### config.mk
export PLATFORM = sky130hd
export DESIGN_NAME = pi_limit_multi_channel
export DESIGN_NICKNAME = d
export VERILOG_FILES = /design/src/rtl/pi_limit_multi_channel.sv
export SDC_FILE = /design/constraint.sdc
export NUM_CORES = 1
export LEC_CHECK = 0
export ABC_AREA = 0
export BUFFER_PORTS_ARGS = -buffer_cell sky130_fd_sc_hd__buf_2
export CORE_MARGIN = 3
export CORE_UTILIZATION = 50
export DETAILED_ROUTE_END_ITERATION = 8
export MAX_ROUTING_LAYER = met4
export PLACE_DENSITY = 0.69
export REMOVE_ABC_BUFFERS = 1
export SLEW_MARGIN = 20
export SYNTH_ARGS = -nofsm -noshare
export SYNTH_HDL_FRONTEND = slang
export SYNTH_SLANG_ARGS = --single-unit
export TNS_END_PERCENT = 10
### constraint.sdc
create_clock -name clk -period 4.9 [get_ports clk]
set_input_delay 0.735 -clock clk [delete_from_list [all_inputs] [get_ports clk]]
set_output_delay 0.735 -clock clk [all_outputs]
set_load 0.005 [all_outputs]
### src/rtl/pi_limit_multi_channel.sv
// Time-multiplexed PI controller with output limiting for NCH channels (3-stage pipeline).
// Define PI_MC_ANTIWINDUP_EN to clamp each stored integrator to [LOWER, UPPER].
module pi_limit_multi_channel #(
  parameter int WIDTH = 32,
  parameter int FRAC = 16,
  parameter int NCH = 4,
  parameter logic signed [WIDTH-1:0] KP = 32'sh0000_8000,
  parameter logic signed [WIDTH-1:0] KI_DT2 = 32'sh0000_4000,
  parameter logic signed [WIDTH-1:0] UPPER = 32'sh0001_8000,
  parameter logic signed [WIDTH-1:0] LOWER = 32'shFFFE_8000,
  localparam int CH_W = (NCH > 1) ? $clog2(NCH) : 1
) (
  input  logic                    clk,
  input  logic                    rst,
  input  logic                    rst_user,
  input  logic                    sta,
  input  logic                    x_valid,
  input  logic signed [WIDTH-1:0] x,
  output logic signed [WIDTH-1:0] y,
  output logic                    y_valid,
  output logic [CH_W-1:0]         y_ch,
  output logic                    busy,
  output logic                    done_sig
);

  localparam int PW = 2 * WIDTH + 1;
  localparam logic [CH_W-1:0] LAST_CH = CH_W'(NCH - 1);
  localparam logic signed [PW-1:0] MAX_PW = {{(WIDTH + 2){1'b0}}, {(WIDTH - 1){1'b1}}};
  localparam logic signed [PW-1:0] MIN_PW = {{(WIDTH + 2){1'b1}}, {(WIDTH - 1){1'b0}}};
  localparam logic signed [WIDTH:0] UPPER_X = {UPPER[WIDTH-1], UPPER};
  localparam logic signed [WIDTH:0] LOWER_X = {LOWER[WIDTH-1], LOWER};

  typedef enum logic [1:0] {IDLE, RUN, DRAIN, DONE} state_t;

  function automatic logic signed [WIDTH-1:0] sat_w(input logic signed [PW-1:0] v);
    if (v > MAX_PW) return MAX_PW[WIDTH-1:0];
    if (v < MIN_PW) return MIN_PW[WIDTH-1:0];
    return v[WIDTH-1:0];
  endfunction

  function automatic logic signed [WIDTH-1:0] clamp_lim(input logic signed [WIDTH:0] v);
    if (v > UPPER_X) return UPPER;
    if (v < LOWER_X) return LOWER;
    return v[WIDTH-1:0];
  endfunction

  function automatic logic signed [PW-1:0] sext_pw(input logic signed [WIDTH:0] v);
    return {{WIDTH{v[WIDTH]}}, v};
  endfunction

  state_t state, state_nx;
  logic [CH_W-1:0] ch_cnt;
  logic accept, last_ch, pipe_empty;

  logic signed [WIDTH-1:0] integ [NCH];
  logic signed [WIDTH-1:0] xprev [NCH];

  logic signed [WIDTH-1:0] xp_rd, p_s1, d_s1;
  logic signed [WIDTH:0]   x_w, xsum;
  logic signed [PW-1:0]    p_full, d_full, p_sh, d_sh;

  logic                    vld_p0, vld_p1;
  logic signed [WIDTH-1:0] p_p0, d_p0, x_p0, p_p1, i_p1;
  logic [CH_W-1:0]         ch_p0, ch_p1;

  logic signed [WIDTH-1:0] i_rd, i_sat, i_new, y_lim;
  logic signed [WIDTH:0]   isum, ysum;

  assign accept     = (state == RUN) && x_valid;
  assign last_ch    = (ch_cnt == LAST_CH);
  assign pipe_empty = !vld_p0 && !vld_p1;

  always_ff @(posedge clk or negedge rst) begin
    if (!rst) state <= IDLE;
    else      state <= state_nx;
  end

  always_comb begin
    state_nx = state;
    if (rst_user) begin
      state_nx = IDLE;
    end else begin
      case (state)
        IDLE:    if (sta) state_nx = RUN;
        RUN:     if (accept && last_ch) state_nx = DRAIN;
        DRAIN:   if (pipe_empty) state_nx = DONE;
        DONE:    state_nx = IDLE;
        default: state_nx = IDLE;
      endcase
    end
  end

  // busy drops in the DONE cycle so it falls together with the done pulse
  always_comb begin
    busy     = (state == RUN) || (state == DRAIN);
    done_sig = (state == DONE);
  end

  // Stage 1: proportional term and trapezoidal integrator increment
  assign xp_rd  = xprev[ch_cnt];
  assign x_w    = {x[WIDTH-1], x};
  assign xsum   = x_w + {xp_rd[WIDTH-1], xp_rd};
  assign p_full = sext_pw(x_w) * sext_pw({KP[WIDTH-1], KP});
  assign d_full = sext_pw(xsum) * sext_pw({KI_DT2[WIDTH-1], KI_DT2});
  assign p_sh   = p_full >>> FRAC;
  assign d_sh   = d_full >>> FRAC;
  assign p_s1   = sat_w(p_sh);
  assign d_s1   = sat_w(d_sh);

  // Stage 2: integrator update
  assign i_rd  = integ[ch_p0];
  assign isum  = {i_rd[WIDTH-1], i_rd} + {d_p0[WIDTH-1], d_p0};
  assign i_sat = sat_w(sext_pw(isum));
`ifdef PI_MC_ANTIWINDUP_EN
  assign i_new = clamp_lim({i_sat[WIDTH-1], i_sat});
`else
  assign i_new = i_sat;
`endif

  // Stage 3: output sum and limit
  assign ysum  = {p_p1[WIDTH-1], p_p1} + {i_p1[WIDTH-1], i_p1};
  assign y_lim = clamp_lim(ysum);

  always_ff @(posedge clk or negedge rst) begin
    if (!rst) begin
      ch_cnt  <= '0;
      vld_p0  <= 1'b0;
      vld_p1  <= 1'b0;
      y_valid <= 1'b0;
      y       <= '0;
      y_ch    <= '0;
    end else if (rst_user) begin
      ch_cnt  <= '0;
      vld_p0  <= 1'b0;
      vld_p1  <= 1'b0;
      y_valid <= 1'b0;
    end else begin
      vld_p0  <= accept;
      vld_p1  <= vld_p0;
      y_valid <= vld_p1;
      if (accept) ch_cnt <= last_ch ? '0 : ch_cnt + CH_W'(1);
      if (vld_p1) begin
        y    <= y_lim;
        y_ch <= ch_p1;
      end
    end
  end

  always_ff @(posedge clk or negedge rst) begin
    if (!rst) begin
      for (int c = 0; c < NCH; c++) begin
        integ[c] <= '0;
        xprev[c] <= '0;
      end
    end else if (rst_user) begin
      for (int c = 0; c < NCH; c++) begin
        integ[c] <= '0;
        xprev[c] <= '0;
      end
    end else if (vld_p0) begin
      integ[ch_p0] <= i_new;
      xprev[ch_p0] <= x_p0;
    end
  end

  always_ff @(posedge clk) begin
    p_p0  <= p_s1;
    d_p0  <= d_s1;
    x_p0  <= x;
    ch_p0 <= ch_cnt;
    p_p1  <= p_p0;
    i_p1  <= i_new;
    ch_p1 <= ch_p0;
  end

endmodule

Word level (Yosys, flattened, before mapping):

Cells that the tools add are included.

* reduce and logical (&&, ||, !) cells: 12
* mux-type cells: 53
* equal/unequal tests: 7
* add/sub/neg operators: 4
* bitwise operators: 3
* order comparisons: 11

Operators with widths (count)
* $mux W32: 21
* $mux W128: 4
* $bwmux W128: 2
* $bmux W32 S2: 2
* $add A32 B32 Y33: 3
* $demux W32 S2: 1
* $gt A31 B32 Y1 const B: 2
* $lt A31 B32 Y1 const B: 2
* $gt A33 B18 Y1 const B: 1
* $gt A33 B32 Y1 const B: 1
* $lt A33 B18 Y1 const B: 1
* $lt A33 B32 Y1 const B: 1
* $mux W1: 15
* $mux W2: 7
* $pmux W2 S4: 1
* $eq A2 B2 Y1 const B: 3
* $ge A3 B3 Y1 const B: 2
* $ne A3 B3 Y1 const B: 2
* $not A2 Y3: 2
* $logic_and A1 B1 Y1: 4
* $reduce_bool A2 Y1: 2
* $lt A3 B1 Y1 const B: 1
* $ne A3 B2 Y1 const B: 1
* $reduce_and A3 Y1: 1
* other kinds (7): 8

* register bits after elaboration: 461
* output and inout port bits: 37
* input bits: 37
* word-level logic and storage cells: 112

Logic depth before layout (Yosys ltp):

* word-level depth: 13
* depth in mapped cells: 18

Least setup slack after synthesis:

No wires, ideal clock.

* kind: reg-to-reg
* from: register ch_p0[0]
* to: register integ[108] in the netlist's numbering
* data required time: 4774 ps
* setup slack: 216 ps
* arrival: 4558 ps
* clock period less this slack: 4684 ps
* cell stages (with the launch flop): 18
* path through: dfxtp_1 -> clkbuf_1 -> buf_1 -> mux4_2 -> ha_1 -> clkbuf_1 -> a21o_1 -> a21o_1 -> a21o_1 -> a21o_1 -> a221o_1 -> a31oi_2 -> and3_1 -> a31o_1 -> buf_4 -> nor2_2 -> buf_2 -> a221o_1

* longest elaborated chain between the ends: 13

RTL lines
* start: declaration: line 64 `logic [CH_W-1:0] ch_p0, ch_p1;`
* start signal: assignment: line 170 `ch_p0 <= ch_cnt;`
* $not A2 Y3 (implied by the code) *: line 111, 161
* $bmux W32 S2: line 111 `assign i_rd = integ[ch_p0];`
* $mux W32 (implied by the code) (2 in series): line 111
* $add A32 B32 Y33: line 112 `assign isum = {i_rd[WIDTH-1], i_rd} + {d_p0[WIDTH-1], d_p0};`
* $lt A33 B32 Y1: line 37 `if (v < MIN_PW) return MIN_PW[WIDTH-1:0];`
* $mux W1 (2 in series): line 37
* $mux W32: line 38 `return v[WIDTH-1:0];`
* $mux W32: line 37
* $bwmux W128 *: line 161 `integ[ch_p0] <= i_new;`
* $mux W128 *: line 160 `end else if (vld_p0) begin`
* $mux W128 *: line 155 `end else if (rst_user) begin`
* end signal: indexed assignment: line 161
* end: declaration: line 55 `logic signed [WIDTH-1:0] integ [NCH];`

Mark *: on every way between the ends. The rest lies on a longest branch, timed or not. The select of a mux whose other input is x is not followed.
A chain may end at the register's enable or synchronous reset.

Final worst setup path:

* from: register ch_p0[0]
* to: register integ[44] in the netlist's numbering

Same word-level chain as after synthesis.

==> results.md <==
* Status: finished clean
* Remaining Overflow, GRT at 0
* Clock slew at reported path FFs at ~0.060 ns
* Count of final setup violators at 0
* Area Growth Syn to Fin at 12.4%
* Postcts setup bufs at 0
* Final Hold Vio Count at 0
* Req. time, crit path at ~5.4 ns
* Initial DRT Pass Iterations at 5
* PwrDens at between 500 and 600 mW/mm^2
* Placer congestion estimate at ~0.92
* DRC viols at 0
* Fin crit share at between 90% and 100%
* Initial DRC count at roughly 1200
* DR vias/cell at 6.27
* Clock root buffer: clkbuf_16
* Seq/Total Area, Yosys at 49.4%
* Hold/Removal Path Class: in2async
* Syn Std Cell Area at ~0.022 sq mm
* TritonCTS Buffers at 48
* CP max FO at 17
* Final min period at 4.67 ns
* Slew HR at 25.1%
* First-pass GRT wire length at approximately 90000 um
* Slew of the pin with the lowest slew margin at ~1.1 ns
* Final Max Slew Viols at 0
* Achievable Freq at roughly 210 MHz
* Largest area contributor in the synthesized netlist: dfrtp_1
* Max_cap viols at 0
* Hold buffers post-CTS at 0
* Antenna violations before repair at 1
* Syn avg cell area at about 11 sq um
* Die width at roughly 210 um
* RSZ-0062 raised after global routing: no
* Fin nets at between 2000 and 2500
* Synth top area share at 34.3%
* Peak supply drop at 0.000312 V
* Async set-reset flop share out of synthesis at 64.4%
* Die area at ~0.046 sq mm
* Detail Route Antenna Nets at 0
* Core area at around 0.042 sq mm
* Count of cell types in the netlist at 91
* Num rows at 75
* Finished Core Util at 57.5%
* Routed WL at approximately 56000 um
* Largest net degree at the start of global routing at 121
* Main synth FF type: dfrtp_1
* Crit path arrival time at 5.17 ns
* Worst setup EP type: register
* Clock latency on the worst-skew pair at between 0.5 and 0.6 ns
* Initial Utilization at 51.2%
* Reg-to-Reg Start: ch_p0[0]
* Synth warn at 0
* Total track usage at between 20% and 30%
* Worst R2R Setup Slack at 0.23 ns
* Flops & latches, synth at 461
* Port bufs at 73
* Number of synthesized flops with an enable pin at 0
* Share of cells above drive strength 1 at between 10% and 20%
* Clock Skew at around 0.019 ns
* Sink Count at 461
* Die Y at 214 um
* CP startpoint kind: register
* Vias at roughly 16000
* LEAKAGE at about 11 nW
* Critical path type: reg2reg
* CTS H-Tree Depth at 2
* Worst setup path startpoint: ch_p0[0]
* Vias in the first global route at 16100
* Post-Syn Instances at 1907
* Top cells by area, synth: dfrtp_1 34%, dfxtp_1 15%, a22o_1 7.1%, mux4_2 6.6%, ha_1 5.8%
* Post-DP HPWL at 38200 um
* CTS tree: yes
* DR WL/cell at around 22 um
* Top Ports at 74
* Clk buf depth at 3
* Design Power at 0.0122 W
## cells in the mapped netlist (all sizes together) (5+ instances only)
cell type and count:
dfxtp 164, nand2b 16, o21ai 88, nor4b 7
dfrtp 297, a22o 176, o211ai 16, nor4 8
xor2 27, and3 20, xnor2 42, or3 7
nor2 77, nor3 29, nand3 55, mux4 64
nor2b 15, and4 8, clkbuf 114, a21oi 69
nand4 10, a2111oi 5, o31a 5, a31oi 10
a211oi 18, nand2 131, o311ai 6, and2 11
inv 48, o31ai 5, ha 100, a221o 74
buf 31, a21o 47, mux2i 7, o21a 13
o21bai 13, or4 19
## per-layer routing
metal	global-route usage (%)	share of wire, %	routed length (um)	up-vias
met5	-	0	0	-
met4	9.12	3.1	1760	0
met3	6.92	9.2	5200	114
met2	38.4	46	25700	580
met1	32.5	42	23700	8011
li1	-	-	-	7245
## worst paths after layout
| path | cells after the start | endpoint |
|---|---|---|
| setup / recovery | 12 | integ[44] |
| hold / removal | 1 | y[0] |
| setup reg to reg | 12 | integ[44] |
| hold reg to reg | 0 | p_p1[31] |
| max in group asynchronous | 2 | xprev[116] |
| min in group clk | 1 | p_p0[19] |
## cell type report
class | instances | area (sq um)
tap | 577 | 722
clock buffer | 68 | 1470
fill | 3478 | 18000
sequential | 461 | 10700
antenna | 2 | 5.00
timing repair buffer | 116 | 805
inverter | 48 | 180
clock inverter | 20 | 235
multi-input combinational | 1252 | 10200
## layout by cell type (no fill, tap or decap), types with 15 or more instances in the layout
cell / instances
a211oi_1: 16
a21o_1: 47
a21oi_1: 59
a221o_1: 74
a22o_1: 176
and3_1: 17
buf_2: 72
buf_4: 34
clkbuf_16: 54
dfrtp_1: 296
dfxtp_1: 162
ha_1: 100
inv_1: 48
mux4_2: 64
nand2_1: 130
nand2b_1: 16
nand3_1: 55
nor2_1: 72
nor2b_1: 15
nor3_1: 26
o21ai_0: 72
or4_1: 19
xnor2_1: 42
xor2_1: 27
## power breakdown
group	internal, W	switching, W	total [W]	leakage (nW)
Sequential	0.00416	0.000242	0.00440	5.51
Combinational	0.00151	0.00246	0.00397	4.98
Clock	0.00236	0.00151	0.00387	0.848
## per-stage QoR
stage	cell area [sq um]	setup TNS, ns	std cells	setup slack (ns)	hold slack [ns]
after detailed placement	22600	0	2452	0.275	0.312
after global placement	22600	0	2452	0.142	0.311
after CTS	24300	0	2540	0.255	0.285
final	24400	0	2544	0.234	0.284
after floorplan	21100	-97.16	1761	-0.752	0.310
after global routing	24400	0	2543	0.00121	0.300
## sequential cells by signal, summed over array words and instances, names as in the netlist, 32 cells and up
signal / count
d_p0: 32
i_p1: 32
integ: 128
p_p0: 32
p_p1: 32
x_p0: 32
xprev: 128
y: 32
## cells by family (layout without fill, tap and decap cells)
kind of cell	Yosys count	count (layout)	share of synthesized area, %
compound gates	586	586	21.3
xor+xnor	69	69	2.79
fa+ha+maj	102	102	5.95
buf+inv	194	252	3.68
flops	461	461	49.4
mux	71	71	6.97
other cells	0	2	0
simple gates	424	424	9.89
## timing repair
item,4_1_cts,5_1_grt
endpoints found under the setup margin,0,3
resized for setup,0,1
hold endpoints to repair,0,0
## critical path, cell delays in order (launching register included)
cell and delay, ns:
dfxtp_2 0.50, mux4_2 0.58, ha_1 0.29, a21o_1 0.18, a21o_1 0.21, a2111o_1 0.46, and3_1 0.23, a221o_1 0.41
a31oi_2 0.31, nand2_1 0.09, a31o_1 0.33, nor2_2 0.73, a221o_1 0.29
(Power assumes the default switching activity.)
